### src/rtl/operand_fetch_pkg.sv
// Shared constants, FSM state type and operand-resolution helper for the
// operand fetch stage.
package operand_fetch_pkg;

  localparam int NUM_REGS   = 32;
  localparam int REG_ADDR_W = 5;
  localparam int DATA_W     = 32;

  typedef enum logic [1:0] {
    IDLE,
    HOLD,
    OUT
  } fetch_state_t;

  // A same-cycle writeback to the source beats the stale register-file value.
  function automatic logic [DATA_W-1:0] resolve_operand(
    input logic [REG_ADDR_W-1:0] src,
    input logic                  wb_valid,
    input logic [REG_ADDR_W-1:0] wb_rc,
    input logic [DATA_W-1:0]     wb_data,
    input logic [DATA_W-1:0]     rf_data
  );
    if (src == '0)
      return '0;
    else if (wb_valid && (wb_rc == src))
      return wb_data;
    else
      return rf_data;
  endfunction

endpackage

### src/rtl/operand_fetch_scoreboard.sv
// Pending-write scoreboard: one bit per architectural register, with query
// outputs that already account for a writeback clearing the bit this cycle.
module reg_scoreboard
  import operand_fetch_pkg::*;
(
  input  logic                  clk,
  input  logic                  reset,
  input  logic                  set_en,
  input  logic [REG_ADDR_W-1:0] set_rc,
  input  logic                  clr_en,
  input  logic [REG_ADDR_W-1:0] clr_rc,
  input  logic [REG_ADDR_W-1:0] query_a,
  input  logic [REG_ADDR_W-1:0] query_b,
  input  logic [REG_ADDR_W-1:0] query_d,
  output logic                  busy_a,
  output logic                  busy_b,
  output logic                  busy_d
);

  logic [NUM_REGS-1:0] pending;
  logic [NUM_REGS-1:0] pending_next;

  // Clear first, then set, so a same-edge set on the same register wins.
  always_comb begin
    pending_next = pending;
    if (clr_en && (clr_rc != '0))
      pending_next[clr_rc] = 1'b0;
    if (set_en && (set_rc != '0))
      pending_next[set_rc] = 1'b1;
    pending_next[0] = 1'b0;
  end

  always_ff @(posedge clk) begin
    if (reset)
      pending <= '0;
    else
      pending <= pending_next;
  end

  assign busy_a = (query_a != '0) && pending[query_a] && !(clr_en && (clr_rc == query_a));
  assign busy_b = (query_b != '0) && pending[query_b] && !(clr_en && (clr_rc == query_b));
  assign busy_d = (query_d != '0) && pending[query_d] && !(clr_en && (clr_rc == query_d));

endmodule

### src/rtl/operand_fetch.sv
// Operand fetch stage: captures one instruction, waits out RAW/WAW hazards
// against the scoreboard, then presents resolved operands downstream.
module operand_fetch
  import operand_fetch_pkg::*;
(
  input  logic                  clk,
  input  logic                  reset,
  input  logic                  in_valid,
  output logic                  in_ready,
  input  logic [REG_ADDR_W-1:0] in_ra,
  input  logic [REG_ADDR_W-1:0] in_rb,
  input  logic [REG_ADDR_W-1:0] in_rc,
  input  logic                  in_wr,
  output logic [REG_ADDR_W-1:0] rf_ra,
  output logic [REG_ADDR_W-1:0] rf_rb,
  input  logic [DATA_W-1:0]     rf_rd1,
  input  logic [DATA_W-1:0]     rf_rd2,
  output logic                  out_valid,
  input  logic                  out_ready,
  output logic [DATA_W-1:0]     out_a,
  output logic [DATA_W-1:0]     out_b,
  output logic [REG_ADDR_W-1:0] out_rc,
  output logic                  out_wr,
  input  logic                  wb_valid,
  input  logic [REG_ADDR_W-1:0] wb_rc,
  input  logic [DATA_W-1:0]     wb_data,
  output logic                  rf_load_enable,
  output logic [REG_ADDR_W-1:0] rf_rc,
  output logic [DATA_W-1:0]     rf_ry
);

  fetch_state_t          state;
  logic [REG_ADDR_W-1:0] held_ra;
  logic [REG_ADDR_W-1:0] held_rb;
  logic [REG_ADDR_W-1:0] held_rc;
  logic                  held_wr;
  logic                  busy_a;
  logic                  busy_b;
  logic                  busy_d;
  logic                  hazard;
  logic                  issue;
  logic [DATA_W-1:0]     operand_a;
  logic [DATA_W-1:0]     operand_b;

  assign hazard    = busy_a || busy_b || (held_wr && busy_d);
  assign issue     = (state == HOLD) && !hazard;
  assign operand_a = resolve_operand(held_ra, wb_valid, wb_rc, wb_data, rf_rd1);
  assign operand_b = resolve_operand(held_rb, wb_valid, wb_rc, wb_data, rf_rd2);

  assign in_ready  = (state == IDLE);
  assign out_valid = (state == OUT);
  assign rf_ra     = (state == HOLD) ? held_ra : '0;
  assign rf_rb     = (state == HOLD) ? held_rb : '0;

  // Writeback is forwarded to the register file regardless of FSM state or reset.
  assign rf_load_enable = wb_valid;
  assign rf_rc          = wb_rc;
  assign rf_ry          = wb_data;

  reg_scoreboard u_sb (
    .clk     (clk),
    .reset   (reset),
    .set_en  (issue && held_wr),
    .set_rc  (held_rc),
    .clr_en  (wb_valid),
    .clr_rc  (wb_rc),
    .query_a (held_ra),
    .query_b (held_rb),
    .query_d (held_rc),
    .busy_a  (busy_a),
    .busy_b  (busy_b),
    .busy_d  (busy_d)
  );

  always_ff @(posedge clk) begin
    if (reset) begin
      state   <= IDLE;
      held_ra <= '0;
      held_rb <= '0;
      held_rc <= '0;
      held_wr <= 1'b0;
      out_a   <= '0;
      out_b   <= '0;
      out_rc  <= '0;
      out_wr  <= 1'b0;
    end else begin
      case (state)
        IDLE: begin
          if (in_valid) begin
            held_ra <= in_ra;
            held_rb <= in_rb;
            held_rc <= in_rc;
            held_wr <= in_wr;
            state   <= HOLD;
          end
        end
        HOLD: begin
          if (!hazard) begin
            out_a  <= operand_a;
            out_b  <= operand_b;
            out_rc <= held_rc;
            out_wr <= held_wr;
            state  <= OUT;
          end
        end
        OUT: begin
          if (out_ready)
            state <= IDLE;
        end
        default: state <= IDLE;
      endcase
    end
  end

endmodule

### config.mk
export PLATFORM = sky130hd
export DESIGN_NAME = operand_fetch
export DESIGN_NICKNAME = d
export VERILOG_FILES = /design/src/rtl/operand_fetch_pkg.sv /design/src/rtl/operand_fetch_scoreboard.sv /design/src/rtl/operand_fetch.sv
export SDC_FILE = /design/constraint.sdc
export NUM_CORES = 1
export LEC_CHECK = 0
export CORE_ASPECT_RATIO = 1.4
export CORE_MARGIN = 2
export CORE_UTILIZATION = 45
export DETAILED_ROUTE_END_ITERATION = 10
export GPL_ROUTABILITY_DRIVEN = 0
export PLACE_DENSITY_LB_ADDON = 0.2
export REMOVE_ABC_BUFFERS = 1
export SYNTH_ARGS = -nofsm -noshare
export SYNTH_HDL_FRONTEND = slang
export SYNTH_SLANG_ARGS = --single-unit
### constraint.sdc
create_clock -name clk -period 3.78 [get_ports clk]
set_input_delay 0.945 -clock clk [delete_from_list [all_inputs] [get_ports clk]]
set_output_delay 0.945 -clock clk [all_outputs]
set_load 0.01 [all_outputs]
==> out/results.txt, run 1 <==
DR vias/cell = 5.64
largest net degree at the start of global routing = 83
Cells after Synth = 798
placed inst area = 0.00992 mm^2
P_leak = 4.02 nW
crit path capture type = register
RSZ-0062 raised after global routing = no
number of global-route vias before repair = 6,772
Ports = 242
# hold bufs at CTS = 0
Synth Flop Type = dfxtp_1
setup TNS = 0 ns
DRC = 1
CTS tree = built
Worst EP arrival = 3.53 ns
sequential share of power = 34.8%
Psw = 1.16 mW
Yosys reg bits = 119
Synthesis Warnings = 0
Clk Latency, worst-skew pair = 0.42 ns
Final min period = 3.23 ns
Worst setup SP type = register
gr usage total = 27.4%
Max-slew headroom = 39.0%
post-route cell area = 0.0105 mm^2
Clock power frac = 41.0%
die area = 0.0179 mm^2
Worst Skew = 0.00879 ns
antenna viol nets, final = 0
period utilization = 85.6%
Sw Ratio = 28.8%
clock root cell = clkbuf_16
top post-synthesis cells by area = dfxtp_1 (31%), mux2i_1 (11%), mux2_4 (10%), nor2b_1 (6.3%), mux4_2 (4.2%)
initial antenna violation count = 0
Die Ht = 158 um
Site Rows = 56
routed length per instance = 20.8 um
post-cts repair resize count = 0
CTS H-tree depth = 4
initial core utilization = 45.5%
Nets = 1,101
clk sink count = 119
number of library cell types mapped by synthesis = 51
register area share after synthesis = 31.4%
Layout Area Growth over Synthesis = 38.5%
first-pass GRT wire length = 37,700 um
Setup Fix Bufs, Post-CTS = 0
Worst Path Max Fanout = 28
# fillers = 1,433
Max IR drop VDD = 0.292 mV
Clock Path Buffers = 2
share of cells above drive strength 1 = 17.8%
Slew @ Worst Pin = 0.913 ns
failing checks = design-rule violations
clock-pin slew on the worst setup and hold paths = 0.06 ns
Hold WC Path Type = register to register
synthesized area per cell = 9.51 um^2
final setup fails = 0
Max Cap Viol = 0
Pint = 2.87 mW
fin. max-slew vios = 0
Hold Path Depth = 1
Mapped Area = 0.00759 mm^2
area of the multi-input gates = 0.00457 mm^2
Detailed Route Iter0 Violations = 495
P per Cell Area = 384 mW/mm^2
R2R depth = 7
Die X = 114 um
dominant cell type by area after synthesis = dfxtp_1
Post-Route WL = 24,900 um
Synth top area share = 31.4%
Min Hold Slack = 0.488 ns
outcome = finished, violations left
GR Overflow Total = 0
Reg area = 0.00238 mm^2
WS Path Type = register to register
worst setup slack after layout = 0.545 ns
CTS Buf Count = 17
total number of vias = 6,747
Fmax = 309 MHz
core area = 0.0167 mm^2
Final Hold Fails = 0
HPWL after DPL = 17,900 um
Comb power frac = 24.2%
CP required = 4.08 ns
async set-reset flop share out of synthesis = 0%
Detailed Routing Iterations Pass 1 = 11
number of synthesized flops with an enable pin = 0
PortBufs = 241
pre-CTS WS = 0.210 ns
critical path, cell delays in order (launching register included):
cell and delay, ns:
dfxtp_1 0.79, mux4_2 0.62, mux2i_1 0.23, o221ai_1 0.17
and4_1 0.20, or3_4 0.53, buf_12 0.24, mux2_4 0.31
cell usage in the layout (no fill, tap or decap), drive strengths merged, types with 19 or more instances in the layout:
cell           Yosys  routed
mux2i             80      80
nand2             62      62
clkdlybuf4s50      0     240
nor2b             76      76
nor2              72      72
o41ai             20      20
clkbuf            42      19
buf               66      30
dfxtp            119     119
mux2              67      67
a21oi             26      26
nand3             23      23
sequential cells by signal (all words and copies together), names as in the netlist:
name	count
held_rc	5
held_rb	5
u_sb.pending	31
out_a	32
out_rc	5
out_wr	1
state	2
held_wr	1
held_ra	5
out_b	32
layout make-up:
class                   count  share of cell area, %
flip-flops and latches    119                   22.7
well taps                 203                   2.42
repair buffers            270                   25.6
clock buffers              19                   4.21
inverters                   6                  0.214
clock inverters            13                   1.48
multi-input cells         565                   43.5
diodes                      1                 0.0238
synth_stat cells (all sizes together) (3+ instances only):
| library cell | number |
|---|---|
| nor4 | 10 |
| xor2 | 12 |
| nor3 | 9 |
| a21oi | 26 |
| o41ai | 20 |
| o21ai | 6 |
| clkbuf | 42 |
| nand2b | 4 |
| inv | 5 |
| mux4 | 14 |
| xnor2 | 3 |
| and3 | 3 |
| mux2i | 80 |
| and2 | 11 |
| a41o | 8 |
| a31o | 9 |
| nor3b | 4 |
| o221ai | 5 |
| nand3b | 4 |
| nor2b | 76 |
| nand4 | 3 |
| mux2 | 67 |
| nor2 | 72 |
| o211ai | 12 |
| nand3 | 23 |
| nand2 | 62 |
| buf | 66 |
| dfxtp | 119 |
final timing paths:
kind	start	to	slack (ns)
min	out_rc[4]	out_rc[4]	0.49
max	held_ra[0]	out_b[31]	0.55
max reg2reg	held_ra[0]	out_b[31]	0.55
min reg2reg	out_rc[4]	out_rc[4]	0.49
power groups by stage:
stage	clock network [mW]	logic [mW]	registers (mW)
after global placement	0	0.965	1.43
after floorplan	0	0.454	1.44
after detailed placement	0	0.970	1.42
final	1.66	0.976	1.40
after CTS	1.67	0.976	1.40
after global routing	1.72	1.04	1.41
logic make-up (layout without fill, tap and decap cells):
logic type / Yosys count / in the layout / share of synthesized area, %
and+or+nand+nor: 290 / 290 / 19.4
muxes: 161 / 161 / 27.2
DFF: 119 / 119 / 31.4
buffers and inverters: 114 / 308 / 8.59
AOI/OAI and AO/OA: 99 / 99 / 11.7
xor gates and xnor gates: 15 / 15 / 1.73
other: 0 / 1 / 0
through the flow:
step	std cells	power (mW)	util (%)
5_1_grt	1195	4.17	63.0
3_3_place_gp	1163	2.39	59.5
6_report	1196	4.03	63.1
4_1_cts	1195	4.04	63.0
2_1_floorplan	690	1.89	-
3_5_place_dp	1163	2.39	59.5
per-layer routing:
layer / global-route usage, % / wire, um / part of all wire [%] / up-vias
li1: - / - / - / 3160
met1: 31.5 / 9550 / 38 / 3171
met2: 46.9 / 12300 / 49 / 357
met3: 8.61 / 2210 / 8.9 / 59
met4: 11.9 / 865 / 3.5 / 0
met5: 0 / 0 / 0 / -
Note: power is estimated with default switching activity, not from simulation.
==> inputs of run 2 (changes only) <==
- ABC_AREA: default -> 1
- RECOVER_POWER: default -> 25
==> run 2 against run 1 <==
Effect of this change:
- the flow now finishes without violations
- clock power about the same
- sequential power rose by 7%
- cell area decreased by 4.8%
- global-route usage grew 4.0 points
- final cell count rose by 31%
==> out/results.txt, run 2 <==
outcome = finished clean
Min Hold Slack = 0.466 ns (-0.0218 ns)
CTS tree = built
clock-pin slew on the worst setup and hold paths = 0.06 ns (about the same)
Synth Flop Type = dfxtp_1
compound-gate portion of the synthesized area = 19.4% (+7.6 points)
DRC = 0 (-1)
Synthesis Warnings = 0 (unchanged)
# fillers = 1,457 (+1.7%)
Buf/Inv on CP = 2 (+1)
GR Overflow Total = 0 (unchanged)
largest family of logic cells by synthesized area = simple AND/OR/NAND/NOR gates
routed length per instance = 17.9 um (-14%)
busiest grt layer = met2
P per Cell Area = 447 mW/mm^2 (+16%)
Final Hold Fails = 0 (unchanged)
share of cells above drive strength 1 = 4.66% (-13 points)
most common cell after layout, fill and taps aside = nand2_1
CTS Buf Count = 17 (unchanged)
top post-synthesis cells by area = dfxtp_1 (33%), nand2_1 (16%), nor2_1 (9.5%), a21oi_1 (8.2%), o21ai_0 (8.1%)
async set-reset flop share out of synthesis = 0% (unchanged)
mux cell area share after synthesis = 0% (-27 points)
grt met1 use = 34.3% (+2.8 points)
worst r2r src = held_rc[1]
Site Rows = 54 (-3.6%)
gr usage total = 31.5% (+4.0 points)
Setup Fix Bufs, Post-CTS = 0 (unchanged)
R2R depth = 14 (+7)
antenna viol nets, final = 0 (unchanged)
total number of vias = 8,446 (+25%)
RSZ-0062 raised after global routing = no
initial antenna violation count = 0 (unchanged)
HPWL after DPL = 19,700 um (+10%)
Synth top area share = 33.0% (+1.6 points)
# hold bufs at CTS = 0 (unchanged)
Ports = 242 (unchanged)
dominant cell type by area after synthesis = dfxtp_1
Slew @ Worst Pin = 0.942 ns (+0.0286 ns)
fin. max-slew vios = 0 (unchanged)
Slowest-stage cell, CP = clkdlybuf4s50_1
Cell Chain, Critical Path = clkdlybuf4s50_1, clkdlybuf4s50_1
CP top delay family = buffers and inverters
register area share after synthesis = 33.0% (+1.6 points)
CTS H-tree depth = 4 (unchanged)
Reg area = 0.00238 mm^2 (unchanged)
Max IR drop VDD = 0.266 mV (-8.7%)
Worst setup SP type = primary input
Worst EP arrival = 2.27 ns (-1.26 ns)
Yosys reg bits = 119 (unchanged)
crit path capture type = output port
Post-Synth Simple-Gate Area = 33.3% (+14 points)
Die Ht = 154 um (-2.5%)
die area = 0.0171 mm^2 (-4.8%)
Layout Area Growth over Synthesis = 38.8%
Worst Skew = 0.00885 ns (+0.0000524 ns)
P_leak = 4.20 nW (+4.4%)
area of the multi-input gates = 0.00384 mm^2 (-16%)
Mapped Area = 0.00721 mm^2 (-5.0%)
first-pass GRT wire length = 42,600 um (+13%)
clk sink count = 119 (unchanged)
Detailed Routing Iterations Pass 1 = 8 (-3)
WS Path Type = primary input to output port
XOR/XNOR Fraction of Synth Area = 0.486% (-1.2 points)
CP max stage delay = 0.71 ns (-0.08 ns)
PortBufs = 241 (unchanged)
Die X = 111 um (-2.4%)
Final min period = 3.21 ns (-0.0240 ns)
R2R Setup Slk = 0.94 ns (+0.39 ns)
Post-Route WL = 28,000 um (+12%)
top cells by count, synth = nand2_1 (308), nor2_1 (182), dfxtp_1 (119), a21oi_1 (118), o21ai_0 (117)
Nets = 1,481 (+35%)
synthesized area per cell = 6.05 um^2 (-36%)
post-cts repair resize count = 0 (unchanged)
number of global-route vias before repair = 7,831 (+16%)
Worst Path Max Fanout = 10 (-64%)
Max Cap Viol = 0 (unchanged)
GRT met2 Usage = 54.0% (+7.2 points)
period utilization = 84.9% (-0.64 points)
clock root cell = clkbuf_16
number of synthesized flops with an enable pin = 0 (unchanged)
Clk Latency, worst-skew pair = 0.41 ns (about the same)
core area = 0.0156 mm^2 (-6.4%)
worst setup path start = wb_rc[0]
Most Frequent Cell on Critical Path = clkdlybuf4s50_1
most frequent cells in the layout = nand2_1 (308), clkdlybuf4s50_1 (185), nor2_1 (181)
critical path depth in cells = 2 (-5)
CP required = 2.83 ns (-1.25 ns)
Cells after Synth = 1,193 (+49%)
initial core utilization = 46.2% (+0.69 points)
Critical Path End = rf_rc[0]
largest net degree at the start of global routing = 86 (+3.6%)
Clock Path Buffers = 2 (unchanged)
Fmax = 311 MHz (+0.75%)
Reg-to-Reg End = out_b[23]
Max-slew headroom = 37.1% (-2.0 points)
DR vias/cell = 5.39 (-4.5%)
GR Layer Usage met3 = 9.14% (+0.53 points)
# diodes = 0 (-1)
Detailed Route Iter0 Violations = 616 (+24%)
number of library cell types mapped by synthesis = 31 (-39%)
Hold WC Path Type = register to register
biggest registers after layout = out_a (32), out_b (32), u_sb.pending (31)
final setup fails = 0 (unchanged)
Synth Area in Adders = 0% (unchanged)
setup TNS = 0 ns (unchanged)
most frequent cell after synthesis = nand2_1
-- run 2: cell count changes after synthesis, sizes merged, moves of 23 or more --
cell,before,now
nor2,72,184
nand4,3,33
mux2,67,0
inv,5,100
nor2b,76,0
a21oi,26,118
nand2,62,310
nand3,23,46
mux2i,80,0
o21ai,6,118
-- run 2: layout make-up --
| cell class | count | share of cell area, % |
|---|---|---|
| clock buffers | 20 | 4.36 |
| multi-input cells | 859 | 38.3 |
| well taps | 196 | 2.45 |
| inverters | 103 | 3.86 |
| repair buffers | 259 | 25.7 |
| flip-flops and latches | 119 | 23.8 |
| clock inverters | 12 | 1.52 |
-- run 2: cell families (layout without fill, tap and decap cells) --
| group | count (synthesis) | count (layout) |
|---|---|---|
| xor gates and xnor gates | 4 | 4 |
| and+or+nand+nor | 590 | 590 |
| buffers and inverters | 215 | 394 |
| DFF | 119 | 119 |
| AOI/OAI and AO/OA | 265 | 265 |
-- run 2: how the worst min path moves through the flow --
stage,to,from,slack [ns],cells past startpoint
4_1_cts,u_sb.pending[28],u_sb.pending[28],0.47,2
3_5_place_dp,out_wr,out_wr,0.46,2
5_1_grt,out_wr,out_wr,0.48,2
6_report,out_wr,out_wr,0.47,2
2_1_floorplan,u_sb.pending[28],u_sb.pending[28],0.44,2
3_3_place_gp,out_wr,out_wr,0.45,2
-- run 2: through the flow --
stage          cell area (um^2)  setup WS, ns  util, %  power [mW]  instances
2_1_floorplan              6600       -0.0175        -        2.15       1081
3_5_place_dp               9420         0.365     60.4        2.87       1536
6_report                  10000         0.569     64.2        4.47       1568
4_1_cts                   10000         0.584     64.2        4.50       1568
5_1_grt                   10000         0.483     64.2        4.67       1568
3_3_place_gp               9420         0.400     60.4        2.87       1536
-- run 2: per-layer routing --
metal | vias up | wire length (um)
met5 | - | 0
met4 | 0 | 1700
met3 | 94 | 2730
met2 | 445 | 13400
met1 | 3767 | 10100
li1 | 4140 | -
-- run 2: tightest hold or removal path: cells and delay by family, from the launching register on --
family	cells	cell delay, ns
simple gates	1	0.06
flops	1	0.30
compound gates	1	0.06
-- run 2: report_power, final --
group | total, mW | leakage [nW] | switching [mW] | internal (mW)
Sequential | 1.50 | 0.971 | 0.111 | 1.39
Clock | 1.64 | 0.276 | 0.602 | 1.04
Combinational | 1.33 | 2.95 | 0.776 | 0.558
Total | 4.47 | 4.20 | 1.49 | 2.98
